[config.mk]
export PLATFORM = sky130hd
export DESIGN_NAME = tick_divider_bank_flat
export DESIGN_NICKNAME = d
export VERILOG_FILES = /design/src/rtl/tick_divider_bank_pkg.sv /design/src/rtl/tick_divider_bank_if.sv /design/src/rtl/tick_divider_bank_channel.sv /design/src/rtl/tick_divider_bank.sv /design/src/flat_wrapper.sv
export SDC_FILE = /design/constraint.sdc
export NUM_CORES = 1
export LEC_CHECK = 0
export CAP_MARGIN = 20
export CORE_MARGIN = 5
export CORE_UTILIZATION = 68
export CTS_CLUSTER_DIAMETER = 50
export DETAILED_ROUTE_END_ITERATION = 16
export PLACE_DENSITY = 0.87
export SLEW_MARGIN = 30
export SYNTH_ARGS = -nofsm -noshare
export SYNTH_HDL_FRONTEND = slang
export SYNTH_HIERARCHICAL = 1
export SYNTH_SLANG_ARGS = --single-unit
[constraint.sdc]
create_clock -name clock -period 6.4 [get_ports clock]
set_input_delay 1.6 -clock clock [delete_from_list [all_inputs] [get_ports clock]]
set_output_delay 1.6 -clock clock [all_outputs]
set_load 0.05 [all_outputs]
[src/rtl/tick_divider_bank_pkg.sv]
// tick_pkg: shared definitions for the tick divider bank.
// Holds the channel mode encodings, the divisor every channel wakes up with,
// and a record type that describes the complete state of one channel.
// No ports; imported by the channel and top-level modules.
package tick_pkg;

    // Mode bit written alongside each divisor.
    localparam logic MODE_FREE    = 1'b0;
    localparam logic MODE_ONESHOT = 1'b1;

    // Natural counter width, wide enough to divide CLOCK_50 down to below 1 Hz.
    localparam int TICK_WIDTH = 28;

    // Divisor loaded into every channel while reset is asserted.
    localparam int TICK_DEFAULT_DIV = 2;

    // Everything a channel remembers between clock edges.
    typedef struct packed {
        logic [TICK_WIDTH-1:0] divisor;
        logic [TICK_WIDTH-1:0] counter;
        logic                  mode;
        logic                  armed;
    } ch_state_t;

endpackage

[src/rtl/tick_divider_bank_if.sv]
// tick_divider_bank_if: control and status bundle of the tick divider bank.
//   wr_en/wr_chan/wr_data/wr_mode : program one channel's divisor and mode
//   ch_enable                     : per-channel run enable
//   sync_clear                    : restart every channel's period together
//   tick/square/busy              : per-channel status returned by the bank
// The master modport belongs to whoever programs the bank; the slave modport
// belongs to the bank itself.
interface tick_divider_bank_if #(
    parameter int NUM_CH = 4,
    parameter int WIDTH  = 28,
    parameter int CH_W   = 2
);

    logic              wr_en;
    logic [CH_W-1:0]   wr_chan;
    logic [WIDTH-1:0]  wr_data;
    logic              wr_mode;
    logic [NUM_CH-1:0] ch_enable;
    logic              sync_clear;
    logic [NUM_CH-1:0] tick;
    logic [NUM_CH-1:0] square;
    logic [NUM_CH-1:0] busy;

    modport master (
        output wr_en, wr_chan, wr_data, wr_mode, ch_enable, sync_clear,
        input  tick, square, busy
    );

    modport slave (
        input  wr_en, wr_chan, wr_data, wr_mode, ch_enable, sync_clear,
        output tick, square, busy
    );

endinterface

[src/rtl/tick_divider_bank_channel.sv]
// tick_channel: one programmable divider channel.
// Ports:
//   clock, resetn : system clock, asynchronous active-low reset
//   wr            : write strobe already decoded for this channel
//   wr_data       : new divisor (0 stalls the channel)
//   wr_mode       : MODE_FREE or MODE_ONESHOT
//   enable        : run enable; low freezes the count
//   sync_clear    : restart the period and re-arm a one-shot
//   tick          : registered one-cycle pulse on the period wrap
//   square        : registered ~50% duty square wave
//   busy          : channel is currently counting
module tick_channel
    import tick_pkg::*;
#(
    parameter int WIDTH   = TICK_WIDTH,
    parameter int DEF_DIV = TICK_DEFAULT_DIV
) (
    input  logic             clock,
    input  logic             resetn,
    input  logic             wr,
    input  logic [WIDTH-1:0] wr_data,
    input  logic             wr_mode,
    input  logic             enable,
    input  logic             sync_clear,
    output logic             tick,
    output logic             square,
    output logic             busy
);

    logic [WIDTH-1:0] divisor;
    logic [WIDTH-1:0] counter;
    logic             mode;
    logic             armed;
    logic             tick_q;
    logic             square_q;

    logic active;
    logic stalled;
    logic at_end;
    logic half_reached;

    // A one-shot that has already fired is inactive until re-armed; a zero
    // divisor stalls the channel. at_end is only meaningful when not stalled,
    // which keeps the wrapped value of divisor-1 from ever being used.
    always_comb begin
        active       = (mode == MODE_FREE) || armed;
        stalled      = (divisor == '0);
        at_end       = (counter == (divisor - WIDTH'(1)));
        half_reached = (counter >= (divisor >> 1));
    end

    // Channel registers. A write restarts the channel with its new settings
    // and beats both sync_clear and a coincident wrap, so no tick escapes on
    // the write edge. The square wave is computed from the count before the
    // edge, which places its high half in the later part of each period.
    always_ff @(posedge clock or negedge resetn) begin
        if (!resetn) begin
            divisor  <= WIDTH'(DEF_DIV);
            counter  <= '0;
            mode     <= MODE_FREE;
            armed    <= 1'b1;
            tick_q   <= 1'b0;
            square_q <= 1'b0;
        end else if (wr) begin
            divisor  <= wr_data;
            mode     <= wr_mode;
            counter  <= '0;
            armed    <= 1'b1;
            tick_q   <= 1'b0;
            square_q <= 1'b0;
        end else if (sync_clear) begin
            counter  <= '0;
            armed    <= 1'b1;
            tick_q   <= 1'b0;
            square_q <= 1'b0;
        end else if (stalled || !active) begin
            counter  <= '0;
            tick_q   <= 1'b0;
            square_q <= 1'b0;
        end else if (!enable) begin
            tick_q   <= 1'b0;
        end else begin
            tick_q   <= at_end;
            square_q <= half_reached;
            counter  <= at_end ? '0 : counter + WIDTH'(1);
            if (at_end && (mode == MODE_ONESHOT)) begin
                armed <= 1'b0;
            end
        end
    end

    assign tick   = tick_q;
    assign square = square_q;
    assign busy   = active && enable && !stalled;

endmodule

[src/rtl/tick_divider_bank.sv]
// tick_divider_bank: NUM_CH independent programmable clock-enable generators.
// Ports:
//   clock  : system clock (CLOCK_50 domain)
//   resetn : asynchronous active-low reset
//   bus    : slave side of tick_divider_bank_if (write port, enables,
//            sync_clear in; tick/square/busy out)
// Ticks are meant to be used as clock enables; the square waves are status
// only and must never clock other logic.
module tick_divider_bank
    import tick_pkg::*;
#(
    parameter int NUM_CH      = 4,
    parameter int WIDTH       = TICK_WIDTH,
    parameter int CH_W        = 2,
    parameter int DEFAULT_DIV = TICK_DEFAULT_DIV
) (
    input  logic                 clock,
    input  logic                 resetn,
    tick_divider_bank_if.slave   bus
);

    logic [NUM_CH-1:0] tick_v;
    logic [NUM_CH-1:0] square_v;
    logic [NUM_CH-1:0] busy_v;

    // Each channel gets its own write strobe. Indices at or above NUM_CH
    // match no channel, so writes aimed there are silently dropped.
    for (genvar g = 0; g < NUM_CH; g++) begin : g_ch
        logic ch_wr;

        assign ch_wr = bus.wr_en && (bus.wr_chan == CH_W'(g));

        tick_channel #(
            .WIDTH   (WIDTH),
            .DEF_DIV (DEFAULT_DIV)
        ) u_channel (
            .clock      (clock),
            .resetn     (resetn),
            .wr         (ch_wr),
            .wr_data    (bus.wr_data),
            .wr_mode    (bus.wr_mode),
            .enable     (bus.ch_enable[g]),
            .sync_clear (bus.sync_clear),
            .tick       (tick_v[g]),
            .square     (square_v[g]),
            .busy       (busy_v[g])
        );
    end

    assign bus.tick   = tick_v;
    assign bus.square = square_v;
    assign bus.busy   = busy_v;

endmodule
[src/flat_wrapper.sv]
// flat-port wrapper written by rule: the top's interface ports become plain ports
module tick_divider_bank_flat import tick_pkg::*;
#(
    parameter int NUM_CH      = 4,
    parameter int WIDTH       = TICK_WIDTH,
    parameter int CH_W        = 2,
    parameter int DEFAULT_DIV = TICK_DEFAULT_DIV
)
  (clock, resetn, bus_wr_en, bus_wr_chan, bus_wr_data, bus_wr_mode, bus_ch_enable, bus_sync_clear, bus_tick, bus_square, bus_busy);
  tick_divider_bank_if #(.NUM_CH(NUM_CH), .WIDTH(WIDTH), .CH_W(CH_W)) bus_i ();
  input  logic clock;
  input  logic resetn;
  input wire logic [$bits(bus_i.wr_en)-1:0] bus_wr_en;
  input wire logic [$bits(bus_i.wr_chan)-1:0] bus_wr_chan;
  input wire logic [$bits(bus_i.wr_data)-1:0] bus_wr_data;
  input wire logic [$bits(bus_i.wr_mode)-1:0] bus_wr_mode;
  input wire logic [$bits(bus_i.ch_enable)-1:0] bus_ch_enable;
  input wire logic [$bits(bus_i.sync_clear)-1:0] bus_sync_clear;
  output wire logic [$bits(bus_i.tick)-1:0] bus_tick;
  output wire logic [$bits(bus_i.square)-1:0] bus_square;
  output wire logic [$bits(bus_i.busy)-1:0] bus_busy;
  assign bus_i.wr_en = bus_wr_en;
  assign bus_i.wr_chan = bus_wr_chan;
  assign bus_i.wr_data = bus_wr_data;
  assign bus_i.wr_mode = bus_wr_mode;
  assign bus_i.ch_enable = bus_ch_enable;
  assign bus_i.sync_clear = bus_sync_clear;
  assign bus_tick = bus_i.tick;
  assign bus_square = bus_i.square;
  assign bus_busy = bus_i.busy;
  tick_divider_bank #(.NUM_CH(NUM_CH), .WIDTH(WIDTH), .CH_W(CH_W), .DEFAULT_DIV(DEFAULT_DIV)) u_core (.clock(clock), .resetn(resetn), .bus(bus_i));
endmodule
==> impl_metrics.ini <==
[timing]
min_period_ns = 5.11
drv_slew = 0
hold_viol_final = 0
setup_violations = 0
grt_setup_unrepaired = no
finalSetupTns_ns = 0
tightest_slew_ns = 0.931
finalClockSkew_ns = 0.0140
finalCritPeriodShare_pct = 79.8
fmax_ghz = 0.196
slew_headroom_pct = 37.8

[yosys]
synth_top_area_share_pct = 32.1
synth_top_flop_cell = dfrtp_1
synth-seq-cells = 240
syn_area_per_cell_um2 = 8.58
synth_adder_area_share_pct = 8.04
syn_nets = 2259
synthCells = 2104
yosys.area_share.simple_pct = 25.6
yosysUniqueCellTypes = 85
synth_top_family_by_area = simple AND/OR/NAND/NOR gates
synth_xor_area_share_pct = 7.23
synthMuxAreaShare_pct = 1.89
yosysWarnings = 6
synthTopCellsByArea = dfrtp_1 (32%), ha_1 (8.0%), nand2_1 (5.4%)
synth_edf_count = 0
yosys.area.top_type = dfrtp_1
synth-compound-area-share_pct = 18.4
async_flop_share_pct = 100
synth.cell_area_um2 = 18100
ys_seq_area_share_pct = 33.3

[clocking]
clkLatencyLatePin_ns = 0.52
cts_tree = yes
root_buffer = clkbuf_16
cts_buffer_depth = 3
cts_setup_buffers = 0
postCtsHoldBufs = 0
clkSlewWorstSetupHoldPaths_ns = 0.05
cts_resized = 0
cts_buffers = 35
h-tree-depth = 2
cts.sinks = 240

[setup_path]
setup.worst_path.end_class = primary output
critPathArrivalTime_ns = 3.51
crit_slowest_cell = clkdlybuf4s50_1
critical_path_class = reg -> out
r2r-end = u_core/g_ch[3].u_channel/counter[27]
critPathMaxStageDelay_ns = 0.70
crit_path_cell_trace = inv_1, ha_1, nor3b_2, nand4_1, nor4_1, a21oi_1, and2_1, clkdlybuf4s50_1
worstPathMaxFanout = 5
r2r_slack_ns = 2.36
cp-start-kind = flip-flop
r2r-start = u_core/g_ch[3].u_channel/divisor[0]
cp.required_ns = 4.80
reg2reg_depth = 10

[routing]
wl_per_cell_um = 20.4
viasPerCell = 6.83
drt-pass1-iter-count = 7
drc = 0
drt_iter0_drc = 1811
ant_nets = 0
vias = 16900
wl_um = 50300

[worst_hold_path]
min_delay_path_depth = 2
holdCritStartpoint = u_core/g_ch[2].u_channel/armed
worstHoldPathType = reg -> reg
min_to = u_core/g_ch[2].u_channel/armed

[floorplanning]
start_util_pct = 69.1
num_rows = 59
die_h_um = 173
fp.dieArea_um2 = 29900
die_x_um = 173
coreArea_um2 = 26100
io_pins = 51

[final_layout]
layout_common_cells = nand2_1 (259), dfrtp_1 (232), o21ai_0 (163), inv_1 (145), ha_1 (116)
final_common_cell = nand2_1
area_delta_synth_final_pct = 9.82
layout-drive-gt1-share_pct = 7.73
fin_cells = 2470
nets = 2265
postLayoutCoreUtil_pct = 75.9

[grt]
grtUsageMet1_pct = 42.5
groute.usage.overall_pct = 32.4
antenna_found_initial = 3
grtUsageMet3_pct = 5.46
grtUsageMet2_pct = 53.4
gr-max-usage-layer = met2
grt-ovfl-total = 0
grt_pass1_vias = 16100
grt_pass1_wl_um = 81400
grt_max_degree = 130

[pwr]
vdd_drop_max_v = 0.000218
p_per_area_nw_per_um2 = 243
leakage_nw = 8.63

[run_status]
status = completed

[placed_design]
placed_cells = 2407
dpl.hpwl_um = 35000
port_buffers = 50
gp_congestion = 0.959

[run]
cap_violations = 0
sequential cells by signal, summed over array words and instances, names as in the netlist:
| register | flops |
|---|---|
| u_core/g_ch.u_channel/square | 4 |
| u_core/g_ch.u_channel/counter | 112 |
| u_core/g_ch.u_channel/tick | 4 |
| u_core/g_ch.u_channel/armed | 4 |
| u_core/g_ch.u_channel/mode | 4 |
| u_core/g_ch.u_channel/divisor | 112 |
synthesized netlist by cell type (16+ instances only):
cell type  number
nand2_1       260
dfrtp_1       232
o21ai_0       163
inv_1         145
ha_1          116
nand3_1        97
xnor2_1        94
a21o_1         88
nand4_1        77
nor2_1         77
clkbuf_1       70
xor2_1         55
a31oi_1        50
nor3_1         47
nor4_1         41
a21oi_1        33
a211oi_1       32
or3_1          31
mux2i_1        24
or2_2          24
o211ai_1       22
and3_1         19
nand4b_1       17
nor2b_1        17
or4_1          16
power by group:
| group | switching [mW] | leakage [nW] | total [mW] | internal [mW] |
|---|---|---|---|---|
| logic | 0.634 | 4.94 | 1.05 | 0.419 |
| clock network | 0.720 | 0.554 | 1.90 | 1.18 |
| registers | 0.209 | 3.13 | 1.86 | 1.65 |
| total | 1.56 | 8.63 | 4.82 | 3.25 |
cells by family after synthesis:
| kind of cell | Yosys count |
|---|---|
| simple gates | 827 |
| compound gates | 499 |
| buf+inv | 240 |
| flops | 240 |
| xor+xnor | 149 |
| fa+ha+maj | 116 |
| mux | 33 |
worst max-delay path, delay by kind of cell, from the launching register on:
kind                     cells  cell delay [ns]
adder cells (fa/ha/maj)      1             0.22
AO/OA/AOI/OAI                1             0.12
flip-flops                   1             0.43
AND/OR/NAND/NOR              4             1.42
buffers and inverters        2             0.80
cell type report:
type / count / area [µm²]
timing repair buffer: 63 / 636
clock buffer: 48 / 1010
clock inverter: 13 / 138
antenna: 1 / 2.50
sequential: 240 / 6020
fill: 1858 / 6300
multi-input combinational: 1624 / 11100
tap: 335 / 419
inverter: 146 / 548
worst max-delay path by stage:
stage / startpoint / depth (start not counted) / end
finish: u_core/g_ch[2].u_channel/divisor[0] / 8 / bus_busy[2]
global route: u_core/g_ch[1].u_channel/divisor[0] / 8 / bus_busy[1]
CTS: u_core/g_ch[2].u_channel/divisor[0] / 8 / bus_busy[2]
detailed placement: bus_ch_enable[0] / 3 / bus_busy[0]
global placement: bus_ch_enable[0] / 3 / bus_busy[0]
floorplan: bus_ch_enable[0] / 1 / bus_busy[0]
through the flow:
stage,hold WS [ns],area [µm²],worst slack (ns),power [mW]
finish,0.491,19800,1.29,4.82
global placement,0.470,18700,1.72,2.84
detailed placement,0.473,18700,1.70,2.89
floorplan,0.462,18100,2.59,2.58
CTS,0.493,19800,1.33,4.81
global route,0.513,19800,1.16,5.03
routing by layer:
metal	wire [µm]	vias up
met2	23500	772
met3	3780	202
met4	2260	4
met5	27	-
li1	-	7699
met1	20800	8183
Power figures use the tool's default switching activity.
